$ cat src/rtl/serial_adder_sched_if.sv
// Request/result bundle for the bit-serial adder scheduler.
// master: requesters and result consumer; slave: the scheduler.
interface serial_adder_sched_if #(
    parameter int WIDTH = 8
);
    logic [1:0]         req_valid;
    logic [1:0]         req_ready;
    logic [2*WIDTH-1:0] req_a;
    logic [2*WIDTH-1:0] req_b;
    logic [1:0]         req_cin;
    logic               res_valid;
    logic               res_ready;
    logic [WIDTH-1:0]   res_sum;
    logic               res_cout;
    logic               res_id;
    logic               busy;

    modport master (
        output req_valid, req_a, req_b, req_cin, res_ready,
        input  req_ready, res_valid, res_sum, res_cout, res_id, busy
    );

    modport slave (
        input  req_valid, req_a, req_b, req_cin, res_ready,
        output req_ready, res_valid, res_sum, res_cout, res_id, busy
    );
endinterface

$ cat src/rtl/serial_adder_sched.sv
// Bit-serial adder scheduler: one full-adder cell shared by two requesters
// under round-robin arbitration, LSB first, one result port tagged with the
// requester id.
module serial_adder_sched #(
    parameter int WIDTH = 8,
    parameter int CNT_W = $clog2(WIDTH)
) (
    input  logic                 clk,
    input  logic                 rst_n,
    serial_adder_sched_if.slave  bus
);

    typedef enum logic [1:0] {
        S_IDLE = 2'd0,
        S_RUN  = 2'd1,
        S_DONE = 2'd2
    } state_t;

    state_t           r_state;
    state_t           w_state_nxt;
    logic             r_rr_ptr;
    logic             r_id;
    logic             r_carry;
    logic [CNT_W-1:0] r_cnt;
    logic [WIDTH-1:0] r_a;
    logic [WIDTH-1:0] r_b;
    logic [WIDTH-1:0] r_sum;

    logic             w_grant;
    logic [1:0]       w_req_ready;
    logic             w_xfer;
    logic             w_last;
    logic [1:0]       w_fa;

    // One full-adder cell: returns {cout, sum}.
    function automatic logic [1:0] full_add(input logic a, input logic b, input logic c);
        logic p;
        p = a ^ b;
        return {(p & c) | (a & b), p ^ c};
    endfunction

    assign w_fa   = full_add(r_a[0], r_b[0], r_carry);
    assign w_last = (r_cnt == CNT_W'(WIDTH - 1));
    assign w_xfer = |w_req_ready;

    // Arbitration: a lone requester always wins; contention resolved by rr pointer.
    always_comb begin
        w_grant     = 1'b0;
        w_req_ready = 2'b00;
        case (bus.req_valid)
            2'b01:   w_grant = 1'b0;
            2'b10:   w_grant = 1'b1;
            2'b11:   w_grant = r_rr_ptr;
            default: w_grant = 1'b0;
        endcase
        if (rst_n && (r_state == S_IDLE) && (bus.req_valid != 2'b00)) begin
            w_req_ready[w_grant] = 1'b1;
        end
    end

    // Next-state logic.
    always_comb begin
        w_state_nxt = r_state;
        case (r_state)
            S_IDLE:  if (w_xfer)        w_state_nxt = S_RUN;
            S_RUN:   if (w_last)        w_state_nxt = S_DONE;
            S_DONE:  if (bus.res_ready) w_state_nxt = S_IDLE;
            default:                    w_state_nxt = S_IDLE;
        endcase
    end

    // State register.
    always_ff @(posedge clk) begin
        if (!rst_n) begin
            r_state <= S_IDLE;
        end else begin
            r_state <= w_state_nxt;
        end
    end

    // Operand capture, serial add/shift and round-robin pointer update.
    always_ff @(posedge clk) begin
        if (!rst_n) begin
            r_rr_ptr <= 1'b0;
            r_id     <= 1'b0;
            r_carry  <= 1'b0;
            r_cnt    <= '0;
            r_a      <= '0;
            r_b      <= '0;
            r_sum    <= '0;
        end else begin
            case (r_state)
                S_IDLE: begin
                    if (w_xfer) begin
                        r_a     <= w_grant ? bus.req_a[2*WIDTH-1:WIDTH] : bus.req_a[WIDTH-1:0];
                        r_b     <= w_grant ? bus.req_b[2*WIDTH-1:WIDTH] : bus.req_b[WIDTH-1:0];
                        r_carry <= bus.req_cin[w_grant];
                        r_id    <= w_grant;
                        r_cnt   <= '0;
                    end
                end
                S_RUN: begin
                    // Sum bits enter from the MSB so bit i lands at position i after WIDTH shifts.
                    r_a     <= {1'b0, r_a[WIDTH-1:1]};
                    r_b     <= {1'b0, r_b[WIDTH-1:1]};
                    r_sum   <= {w_fa[0], r_sum[WIDTH-1:1]};
                    r_carry <= w_fa[1];
                    r_cnt   <= w_last ? '0 : r_cnt + CNT_W'(1);
                end
                S_DONE: begin
                    if (bus.res_ready) begin
                        r_rr_ptr <= ~r_id;
                    end
                end
                default: begin
                end
            endcase
        end
    end

    assign bus.req_ready = w_req_ready;
    assign bus.res_valid = (r_state == S_DONE);
    assign bus.res_sum   = r_sum;
    assign bus.res_cout  = r_carry;
    assign bus.res_id    = r_id;
    assign bus.busy      = (r_state != S_IDLE);

endmodule

$ cat src/flat_wrapper.sv
// flat-port wrapper written by rule: the top's interface ports become plain ports
module serial_adder_sched_flat 
#(
    parameter int WIDTH = 8,
    parameter int CNT_W = $clog2(WIDTH)
)
  (clk, rst_n, bus_req_valid, bus_req_a, bus_req_b, bus_req_cin, bus_res_ready, bus_req_ready, bus_res_valid, bus_res_sum, bus_res_cout, bus_res_id, bus_busy);
  serial_adder_sched_if #(.WIDTH(WIDTH)) bus_i ();
  input  logic clk;
  input  logic rst_n;
  input wire logic [$bits(bus_i.req_valid)-1:0] bus_req_valid;
  input wire logic [$bits(bus_i.req_a)-1:0] bus_req_a;
  input wire logic [$bits(bus_i.req_b)-1:0] bus_req_b;
  input wire logic [$bits(bus_i.req_cin)-1:0] bus_req_cin;
  input wire logic [$bits(bus_i.res_ready)-1:0] bus_res_ready;
  output wire logic [$bits(bus_i.req_ready)-1:0] bus_req_ready;
  output wire logic [$bits(bus_i.res_valid)-1:0] bus_res_valid;
  output wire logic [$bits(bus_i.res_sum)-1:0] bus_res_sum;
  output wire logic [$bits(bus_i.res_cout)-1:0] bus_res_cout;
  output wire logic [$bits(bus_i.res_id)-1:0] bus_res_id;
  output wire logic [$bits(bus_i.busy)-1:0] bus_busy;
  assign bus_i.req_valid = bus_req_valid;
  assign bus_i.req_a = bus_req_a;
  assign bus_i.req_b = bus_req_b;
  assign bus_i.req_cin = bus_req_cin;
  assign bus_i.res_ready = bus_res_ready;
  assign bus_req_ready = bus_i.req_ready;
  assign bus_res_valid = bus_i.res_valid;
  assign bus_res_sum = bus_i.res_sum;
  assign bus_res_cout = bus_i.res_cout;
  assign bus_res_id = bus_i.res_id;
  assign bus_busy = bus_i.busy;
  serial_adder_sched #(.WIDTH(WIDTH), .CNT_W(CNT_W)) u_core (.clk(clk), .rst_n(rst_n), .bus(bus_i));
endmodule
$ cat config.mk
export PLATFORM = sky130hd
export DESIGN_NAME = serial_adder_sched_flat
export DESIGN_NICKNAME = d
export VERILOG_FILES = /design/src/rtl/serial_adder_sched_if.sv /design/src/rtl/serial_adder_sched.sv /design/src/flat_wrapper.sv
export SDC_FILE = /design/constraint.sdc
export NUM_CORES = 1
export LEC_CHECK = 0
export BUFFER_PORTS_ARGS = -buffer_cell sky130_fd_sc_hd__buf_2
export CORE_AREA = 2 2 64 66
export DETAILED_ROUTE_END_ITERATION = 8
export DIE_AREA = 0 0 66 68
export PLACE_DENSITY = 0.68
export SYNTH_ARGS = -nofsm -noshare
export SYNTH_HDL_FRONTEND = slang
export SYNTH_SLANG_ARGS = --single-unit
$ cat constraint.sdc
create_clock -name clk -period 1.3 [get_ports clk]
set_clock_uncertainty 0.1 [all_clocks]
set_input_delay 0.065 -clock clk [delete_from_list [all_inputs] [get_ports clk]]
set_output_delay 0.065 -clock clk [all_outputs]
set_load 0.005 [all_outputs]
==> results of run 1 <==
-- layer usage --
| layer | up-vias | GRT usage, % |
|---|---|---|
| met3 | 6 | 4.61 |
| met2 | 43 | 35.5 |
| li1 | 769 | - |
| met4 | 0 | 6.89 |
| met1 | 722 | 23.3 |
| met5 | - | 0 |
-- area by class of cell --
class / instances / area [um^2]
Clock buffer: 6 / 82.6
Multi-Input combinational cell: 107 / 762
Sequential cell: 32 / 649
Timing Repair Buffer: 106 / 807
Clock inverter: 2 / 10.0
Fill cell: 326 / 1470
Tap cell: 50 / 62.6
Inverter: 4 / 15.0
-- worst min-delay path by stage --
| stage | startpoint | end | slack (ns) | cells past startpoint |
|---|---|---|---|---|
| 2_1_floorplan | bus_res_ready | u_core.r_rr_ptr$_SDFFE_PN0P_ | 0.08 | 1 |
| 3_3_place_gp | bus_req_a[7] | u_core.r_a[7]$_SDFFE_PN0P_ | 0.17 | 2 |
| 3_5_place_dp | bus_req_a[7] | u_core.r_a[7]$_SDFFE_PN0P_ | 0.17 | 2 |
| 4_1_cts | bus_req_a[8] | u_core.r_a[0]$_SDFFE_PN0P_ | 0.008 | 3 |
| 5_1_grt | bus_req_a[8] | u_core.r_a[0]$_SDFFE_PN0P_ | 0.04 | 3 |
| 6_report | bus_req_a[8] | u_core.r_a[0]$_SDFFE_PN0P_ | 0.008 | 3 |
-- Yosys cell counts --
master,n,area share [%]
o21ai_2,1,0.59
clkbuf_1,2,0.51
o21a_1,1,0.51
a311oi_1,1,0.59
nor2_1,7,1.8
a21boi_0,1,0.51
nand2_1,16,4.1
a32oi_1,15,8.9
inv_2,2,0.51
o21ai_1,17,5.8
or2_1,1,0.43
inv_1,2,0.51
nor2b_1,2,0.85
nor2_2,2,0.85
nor3_1,4,1.4
mux2i_1,16,11
buf_12,1,1.4
dfxtp_1,32,44
nand2b_1,1,0.43
buf_2,4,1.4
a21oi_1,10,3.4
clkbuf_2,1,0.34
a2111oi_4,1,1.9
fa_1,1,1.4
a211o_1,1,0.59
a22oi_1,3,1.5
ha_1,2,1.7
and3_1,1,0.43
a211oi_1,1,0.51
nand3_1,2,0.68
buf_6,3,2.3
-- metrics by stage --
step / util [%] / setup TNS (ns) / instance area, um^2 / power [mW]
after floorplan: - / 0 / 1470 / 1.25
after global placement: 47.3 / -0.365 / 1820 / 1.37
after detailed placement: 47.3 / -0.899 / 1820 / 1.38
after CTS: 60.5 / -0.688 / 2330 / 2.24
after global routing: 61.9 / -3.27 / 2390 / 2.38
final: 61.9 / -0.836 / 2390 / 2.27
-- cells by family after synthesis --
kind of cell             count (synthesis)
AO/OA/AOI/OAI                           52
buffers and inverters                   15
multiplexers                            16
AND/OR/NAND/NOR                         36
adder cells (fa/ha/maj)                  3
flip-flops                              32
-- where the power goes --
group	switching [mW]	total (mW)	internal, mW
combinational	0.186	0.427	0.241
sequential	0.0372	1.07	1.03
clock	0.349	0.771	0.422
-- state kept, by name, indices dropped and copies added, names as in the netlist --
signal and flops:
u_core.r_state 2, u_core.r_cnt 3, u_core.bus.res_sum 8, u_core.r_a 8
u_core.bus.res_cout 1, u_core.r_rr_ptr 1, u_core.bus.res_id 1, u_core.r_b 8
-- what timing repair did --
item	CTS	global route
gates resized for setup	10	5
hold endpoints to repair	17	0
endpoints found under the setup margin	29	33
buffers inserted	9	3
pin swaps	13	0
hold buffers	32	0
-- worst reg2reg max path: cells and delay by family (launching register included) --
| kind | cells | cell delay (ns) |
|---|---|---|
| buf+inv | 1 | 0.17 |
| flops | 1 | 0.38 |
| simple gates | 2 | 0.33 |
| compound gates | 2 | 0.27 |
==> results.txt, run 1 <==
Count of cell types in the netlist - 31
Post-synthesis sequential area ratio - 43.5%
Pre-antenna DRT Iters - 4
Least-Margin Pin Slew - 0.596 ns
Post-Syn Area - 1470 um^2
Iteration-0 DRC Markers - 61
Worst path required time - 1.13 ns
Final wirelength - 4.46 mm
Synth warn - 0
Max IR drop VDD - 735 uV
Unrepaired setup endpoints after global routing - true
Min-Delay Path Class - primary input to flop
R2R Setup Slk - -0.08 ns
Total track usage - 19.8%
Initial antenna violation count - 0
Total DRC errors in the routed layout - 0
CTS tree - yes
Vias - 1540
Global-route wire length before repair - 6.66 mm
Setup crit start kind - flop
Fin crit share - 110%
Slew Limit Fails - 0
Post-Synth Adder-Cell Area - 3.06%
Max Cap Viol - 0
Cell Count, Final, Fillers Out - 307
Crit Reg-Reg Endpoint - u_core.r_b[2]$_SDFFE_PN0P_
Die height - 68 um
Multiplexer area fraction after synthesis - 10.9%
Wire length on met2 - 2.38 mm
HPWL after detailed placement - 2.44 mm
Antenna Cells - 0
Post-synthesis simple-gate area fraction - 10.9%
Final Critical Period - 1.42 ns
Die W - 66 um
CP Depth - 4
Largest family of logic cells by synthesized area - compound AO/OA/AOI/OAI gates
Metal-1 WL - 1.83 mm
CP max stage delay - 0.37 ns
DR top layer - met4
Layout cells sized above 1 - 37.7%
WP buf/inv - 2
R2R depth - 5
WS Path Type - flop to output port
Final routed wire length divided by cell count - 14.5 um
Final nets - 298
Starting Density - 38.2%
Failing checks - setup timing
Endpoint class of the critical path - output port
P&R area growth vs syn - 62.2%
CTS Buf Count - 5
Commonest cells after routing, fill and taps aside - buf_2 (52), dlygate4sd3_1 (32), dfxtp_1 (29)
Status - finished with violations
End point of the critical path - bus_req_ready[0]
CP startpoint - u_core.r_state[1]$_SDFFE_PN0P_
Post-Synth XOR/XNOR Area - 0%
Leak - 1.10 nW
Core area - 3860 um^2
Post-synthesis compound-gate area fraction - 24.8%
Hold WS - 0.00771 ns
Reg2reg start - u_core.r_state[0]$_SDFFE_PN0P_
Clock Tree Buf Depth - 2
Crit-path max FO - 6
Worst path cell trace - nor2_4 > inv_2 > a2111oi_4 > buf_2
RD Place Congestion - 0.707
Number of global-route vias before repair - 1477
Cells after Synth - 154
Vias per std cell - 5.02
GRT overflow - 0
Slew margin rel. - 60.2%
Reg clk slew, reported paths - 0.07 ns
Crit path max-delay cell type - dfxtp_4
Hold Vio Cnt, Final - 0
Final WS setup - -0.124 ns
CP top delay family - flip-flops
Pre-CTS WS - -0.0600 ns
Clk Latency, worst-skew pair - 0.27 ns
Placed Cells - 255
Achievable frequency - 0.702 GHz
Die footprint - 4490 um^2
TritonCTS Sinks - 32
Post-Syn Nets - 196
Root Driver - clkbuf_8
Pwr dens - 949 nW/um^2
Synth Area per Inst - 9.56 um^2
Max H-tree Level - 2
Routed met3 length - 202 um
I/O pin total - 53
Port-buffer cells - 52
CP arrival - 1.26 ns
Final setup vio count - 22
Row cnt - 23
Largest net degree at the start of global routing - 19
Commonest non-fill, non-tap cell in the layout - buf_2
Seq cells post-synth - 32
ANT nets after route - 0
Power figures use the tool's default switching activity.
==> inputs of run 2 (changes only) <==
==> constraint.sdc (replaced) <==
create_clock -name clk -period 1.3 [get_ports clk]
set_clock_uncertainty 0.1 [all_clocks]
set_input_delay 0.13 -clock clk [delete_from_list [all_inputs] [get_ports clk]]
set_output_delay 0.13 -clock clk [all_outputs]
set_load 0.005 [all_outputs]
==> run 2 against run 1 <==
The run still ends with setup timing left. Utilization down 10 points. Worst hold slack got worse by 0.0028 ns. Highest routed layer unchanged. Sequential share of layout area grew 5.1 points. Power is 3.1% lower. Flip-flop and latch count stayed put. Register-to-register slack barely moved. Sequential power about the same. Fmax is 2.4% lower.
==> results.txt, run 2 (synthesized netlist as in run 1, its figures left out) <==
Status - finished with violations
Failing checks - setup timing
CTS tree - yes
P&R area growth vs syn - 36.0%
R2R Setup Slk - -0.09 ns (about the same)
Final routed wire length divided by cell count - 12.8 um (-12%)
Final nets - 259 (-13%)
Least-Margin Pin Slew - 0.643 ns (+0.0471 ns)
Endpoint class of the critical path - output port
Pre-antenna DRT Iters - 4 (unchanged)
Sw Ratio - 24.1% (-1.1 points)
TritonCTS Sinks - 32 (unchanged)
WP buf/inv - 2 (unchanged)
Max Cap Viol - 0 (unchanged)
Fin crit share - 112% (+2.7 points)
Post-route cell area - 2000 um^2 (-16%)
Die W - 66 um (unchanged)
Cell area after placement - 1840 um^2 (+0.82%)
Hold wc startpoint - bus_res_ready
GRT overflow - 0 (unchanged)
Crit path max-delay cell type - dfxtp_2
Die height - 68 um (unchanged)
Port-buffer cells - 52 (unchanged)
Crit-path max FO - 6 (unchanged)
Pre-CTS WS - -0.0720 ns (-0.0120 ns)
Total track usage - 16.5% (-3.3 points)
Vias per std cell - 5.01 (-0.10%)
Setup_tns - -1.29 ns (-0.455 ns)
Number of global-route vias before repair - 1227 (-17%)
Hold Path Depth - 2 (-1)
HPWL after detailed placement - 2.41 mm (-1.2%)
Final WS setup - -0.160 ns (-0.0352 ns)
Sequential Power Share - 48.6% (+1.5 points)
Core area - 3860 um^2 (unchanged)
Cell Int Power - 1.67 mW (-1.6%)
Final wirelength - 3.41 mm (-24%)
WS Path Type - flop to output port
Setup crit start kind - flop
Min-Delay Path Class - primary input to flop
Starting Density - 38.2% (unchanged)
Initial antenna violation count - 0 (unchanged)
Min-Delay Endpoint - u_core.r_rr_ptr$_SDFFE_PN0P_
Iteration-0 DRC Markers - 94 (+54%)
Root Driver - clkbuf_8
Row cnt - 23 (unchanged)
Largest net degree at the start of global routing - 20 (+1)
CP max stage delay - 0.36 ns (about the same)
Layout cells sized above 1 - 39.6% (+1.9 points)
Leak - 0.930 nW (-16%)
Clk Latency, worst-skew pair - 0.28 ns (about the same)
Slew margin rel. - 57.0% (-3.1 points)
CTS Buf Count - 5 (unchanged)
Pwr dens - 1100 nW/um^2 (+16%)
Commonest non-fill, non-tap cell in the layout - buf_2
CP top delay family - flip-flops
ANT nets after route - 0 (unchanged)
Global-route wire length before repair - 5.61 mm (-16%)
Final setup vio count - 31 (+41%)
Final Critical Period - 1.46 ns (+0.0352 ns)
Achievable frequency - 0.685 GHz (-2.4%)
Max IR drop VDD - 716 uV (-2.5%)
Commonest cells after routing, fill and taps aside - buf_2 (52), dfxtp_1 (29), o21ai_1 (17)
Slew Limit Fails - 0 (unchanged)
Unrepaired setup endpoints after global routing - true
Vias - 1338 (-13%)
Die footprint - 4490 um^2 (unchanged)
P_sw - 0.530 mW (-7.4%)
R2R depth - 5 (unchanged)
Reg clk slew, reported paths - 0.07 ns (about the same)
Crit Reg-Reg Endpoint - u_core.r_b[5]$_SDFFE_PN0P_
Clock Tree Buf Depth - 2 (unchanged)
Total DRC errors in the routed layout - 0 (unchanged)
Clock share of power - 36.9% (+2.9 points)
RD Place Congestion - 0.751 (+6.2%)
Max H-tree Level - 2 (unchanged)
Worst path cell trace - nor2_4 > inv_2 > a2111oi_4 > buf_2
Antenna Cells - 0 (unchanged)
Combinational fraction of design power - 14.5% (-4.3 points)
I/O pin total - 53 (unchanged)
Worst path required time - 1.07 ns (-0.06 ns)
Reg2reg start - u_core.r_state[0]$_SDFFE_PN0P_
Hold Vio Cnt, Final - 0 (unchanged)
CP arrival - 1.23 ns (-0.03 ns)
==> run 2: cell types whose count changed in the layout (fill, tap and decap cells not counted), sizes merged <==
cell         previous run  this run
buf                    74        66
clkbuf                  6         7
clkinv                  2         0
dlygate4sd3            32         1
==> run 2: worst reg2reg max path: cells and delay by family, from the launching register on <==
kind            cells  cell delay [ns]
compound gates      2             0.29
buf+inv             1             0.17
flops               1             0.38
simple gates        2             0.33
==> run 2: final cells by class <==
cell class	count	area (um^2)
Fill cell	374	1850
Multi-Input combinational cell	107	749
Sequential cell	32	647
Timing Repair Buffer	67	433
Clock buffer	7	96.3
Tap cell	50	62.6
Inverter	4	15.0
==> run 2: metrics by stage <==
step	util (%)	instances	power, mW	hold slack, ns
finish	51.9	267	2.20	0.00495
CTS	51.8	267	2.22	0.00470
global placement	47.7	257	1.38	0.238
detailed placement	47.7	257	1.39	0.242
floorplan	-	154	1.25	0.146
global route	51.9	267	2.31	0.00622
==> run 2: what timing repair did <==
item | in CTS | in global routing
pin swaps | 12 | 0
buffers inserted | 2 | 0
endpoints found under the hold margin | 1 | 0
hold buffers | 1 | 0
endpoints found under the setup margin | 30 | 34
resized for setup | 9 | 2
gates cloned | 0 | 0
==> run 2: worst max path at each step <==
stage,start,endpoint,slack [ns],depth (start not counted)
after detailed placement,u_core.r_state[0]$_SDFFE_PN0P_,u_core.r_b[5]$_SDFFE_PN0P_,-0.07,5
after floorplan,u_core.r_rr_ptr$_SDFFE_PN0P_,u_core.r_a[7]$_SDFFE_PN0P_,0.02,5
after global placement,u_core.r_state[0]$_SDFFE_PN0P_,u_core.r_b[5]$_SDFFE_PN0P_,-0.07,5
after CTS,u_core.r_state[1]$_SDFFE_PN0P_,bus_req_ready[0],-0.16,4
after global routing,u_core.r_state[1]$_SDFFE_PN0P_,bus_req_ready[0],-0.24,4
final,u_core.r_state[1]$_SDFFE_PN0P_,bus_req_ready[0],-0.16,4
==> run 2: per-layer routing <==
metal	global-route usage [%]	part of all wire [%]	vias up
met4	7.65	1.4	0
met1	20.7	44	598
met3	5.26	6.3	5
met5	0	0	-
li1	-	-	691
met2	25.9	48	44
==> run 2: power by group through the flow <==
stage / Clock, mW / Sequential [mW] / Combinational [mW]
4_1_cts: 0.837 / 1.07 / 0.315
5_1_grt: 0.886 / 1.07 / 0.351
6_report: 0.810 / 1.07 / 0.318
2_1_floorplan: 0 / 1.08 / 0.172
3_5_place_dp: 0 / 1.09 / 0.298
3_3_place_gp: 0 / 1.09 / 0.293
==> inputs of run 3 (changes only) <==
PLACE_DENSITY = 0.65   (was 0.68)
clock period = 1.4 ns   (was 1.3 ns; I/O delays follow)
==> run 3 against run 2 <==
The flow still finishes with violations (setup timing). Largest power group unchanged. Register-to-register slack improved by 0.06 ns. Die area did not move. Clock power fell by 11%. Design area rose by 7.4%. Critical endpoint unchanged. First-iteration DRC count fell by 63%. Sequential power fell by 7%.
==> results.txt, run 3 (synthesized netlist as in run 1, its figures left out) <==
Status - finished with violations
Failing checks - setup timing
Final WS setup - -0.140 ns (+0.0195 ns)
Total track usage - 16.6% (+0.13 points)
Final setup vio count - 13 (-58%)
Largest net degree at the start of global routing - 20 (unchanged)
Setup_tns - -0.459 ns (+0.832 ns)
CP max stage delay - 0.36 ns (about the same)
Unrepaired setup endpoints after global routing - true
Cell Int Power - 1.54 mW (-7.6%)
Final Critical Period - 1.54 ns
Max IR drop VDD - 581 uV (-19%)
Vias per std cell - 5.00 (-0.22%)
Total DRC errors in the routed layout - 0 (unchanged)
Commonest non-fill, non-tap cell in the layout - buf_2
Leak - 0.998 nW (+7.3%)
Sw Ratio - 24.9% (+0.76 points)
CP arrival - 1.30 ns (+0.07 ns)
Port-buffer cells - 52 (unchanged)
Die W - 66 um (unchanged)
Register Area - 646 um^2 (-0.19%)
Crit-path max FO - 2 (-4)
P&R area growth vs syn - 46.1%
CTS Buf Count - 5 (unchanged)
Final routed wire length divided by cell count - 12.8 um (+0.22%)
Combinational fraction of design power - 16.7% (+2.2 points)
Fin crit share - 110%
Final nets - 267 (+3.1%)
Core area - 3860 um^2 (unchanged)
Worst path cell trace - nor2_4 > inv_2 > a2111oi_4 > buf_2
Final wirelength - 3.54 mm (+3.6%)
Die height - 68 um (unchanged)
Layout cells sized above 1 - 45.6% (+5.9 points)
Total power draw - 2.05 mW (-6.6%)
Multi-input logic area - 821 um^2 (+9.5%)
Clock Tree Buf Depth - 2 (unchanged)
Global-route wire length before repair - 5.60 mm (-0.12%)
Commonest cells after routing, fill and taps aside - buf_2 (51), dfxtp_1 (30), nand2_1 (16), mux2i_1 (16), o21ai_1 (15)
Row cnt - 23 (unchanged)
Vias - 1380 (+3.1%)
ANT nets after route - 0 (unchanged)
Reg clk slew, reported paths - 0.06 ns (about the same)
Die footprint - 4490 um^2 (unchanged)
Max H-tree Level - 2 (unchanged)
Slew margin rel. - 78.0% (+21 points)
Max Cap Viol - 0 (unchanged)
P_sw - 0.510 mW (-3.7%)
Iteration-0 DRC Markers - 35 (-63%)
WS Path Type - flop to output port
Number of global-route vias before repair - 1240 (+1.1%)
Antenna Cells - 0 (unchanged)
Hold WS - 0.0213 ns (+0.0163 ns)
Pwr dens - 953 nW/um^2 (-13%)
Min-Delay Path Class - primary input to flop
Starting Density - 38.2% (unchanged)
RD Place Congestion - 0.760 (+1.3%)
Achievable frequency - 0.649 GHz
HPWL after detailed placement - 2.51 mm (+3.9%)
Hold Vio Cnt, Final - 0 (unchanged)
Root Driver - clkbuf_8
Worst path required time - 1.16 ns (+0.09 ns)
Fillers - 365 (-2.4%)
Initial antenna violation count - 0 (unchanged)
Endpoint class of the critical path - output port
I/O pin total - 53 (unchanged)
Sequential Power Share - 48.4% (-0.2 points)
Setup crit start kind - flop
TritonCTS Sinks - 32 (unchanged)
Pre-CTS WS - 0.0149 ns (+0.0869 ns)
GRT overflow - 0 (unchanged)
Least-Margin Pin Slew - 0.330 ns (-0.314 ns)
CTS tree - yes
Crit path max-delay cell type - dfxtp_4
Finished Core Util - 55.8% (+3.9 points)
Slew Limit Fails - 0 (unchanged)
Clock share of power - 35.0% (-1.9 points)
Pre-antenna DRT Iters - 4 (unchanged)
Clk Latency, worst-skew pair - 0.28 ns (about the same)
## run 3: cell count changes in the layout (fill, tap and decap cells not counted), sizes merged
cell,previous run,this run
buf,66,72
dlygate4sd3,1,2
clkbuf,7,9
## run 3: through the flow
stage	instance area, um^2	std cells
floorplan	1470	154
global placement	1850	261
detailed placement	1850	261
CTS	2010	273
global route	2150	276
finish	2150	276
## run 3: path summary, 6_finish.rpt
kind | slack [ns] | to | cells past startpoint | start
setup / recovery | -0.14 | bus_req_ready[0] | 4 | u_core.r_state[1]$_SDFFE_PN0P_
hold / removal | 0.02 | u_core.r_a[4]$_SDFFE_PN0P_ | 3 | bus_req_a[12]
setup reg to reg | -0.03 | u_core.r_a[4]$_SDFFE_PN0P_ | 6 | u_core.r_state[0]$_SDFFE_PN0P_
hold reg to reg | 0.37 | u_core.bus.res_sum[3]$_SDFFE_PN0P_ | 2 | u_core.bus.res_sum[4]$_SDFFE_PN0P_
## run 3: repair_timing
item / 4_1_cts / 5_1_grt
pin swaps: 3 / 19
resized for setup: 9 / 19
endpoints found under the hold margin: 2 / 0
cloned: 0 / 1
hold buffers: 2 / 0
endpoints found under the setup margin: 2 / 24
setup buffers: 2 / 3
## run 3: layout make-up
cell class	instances	area share, %
multi-input combinational	107	38.1
timing repair buffer	75	24.1
inverter	4	0.698
clock buffer	8	4.19
sequential	32	30.0
tap	50	2.91
## run 3: power groups by stage
| stage | combinational, mW | clock (mW) | sequential [mW] |
|---|---|---|---|
| after global placement | 0.279 | 0 | 1.01 |
| final | 0.342 | 0.717 | 0.991 |
| after CTS | 0.296 | 0.741 | 0.987 |
| after floorplan | 0.160 | 0 | 1.00 |
| after detailed placement | 0.283 | 0 | 1.01 |
| after global routing | 0.377 | 0.780 | 0.996 |
## run 3: layer usage
metal	global-route usage (%)	vias to the layer above	part of all wire (%)
met2	27.0	45	48
met1	21.0	619	45
met4	6.89	0	1.1
met5	0	-	0
li1	-	711	-
met3	4.44	5	5.5
## run 3: critical path: cells and delay by family, from the launching register on
kind / cells / cell delay, ns
AO/OA/AOI/OAI: 1 / 0.33
buffers and inverters: 2 / 0.24
flip-flops: 1 / 0.36
AND/OR/NAND/NOR: 1 / 0.09
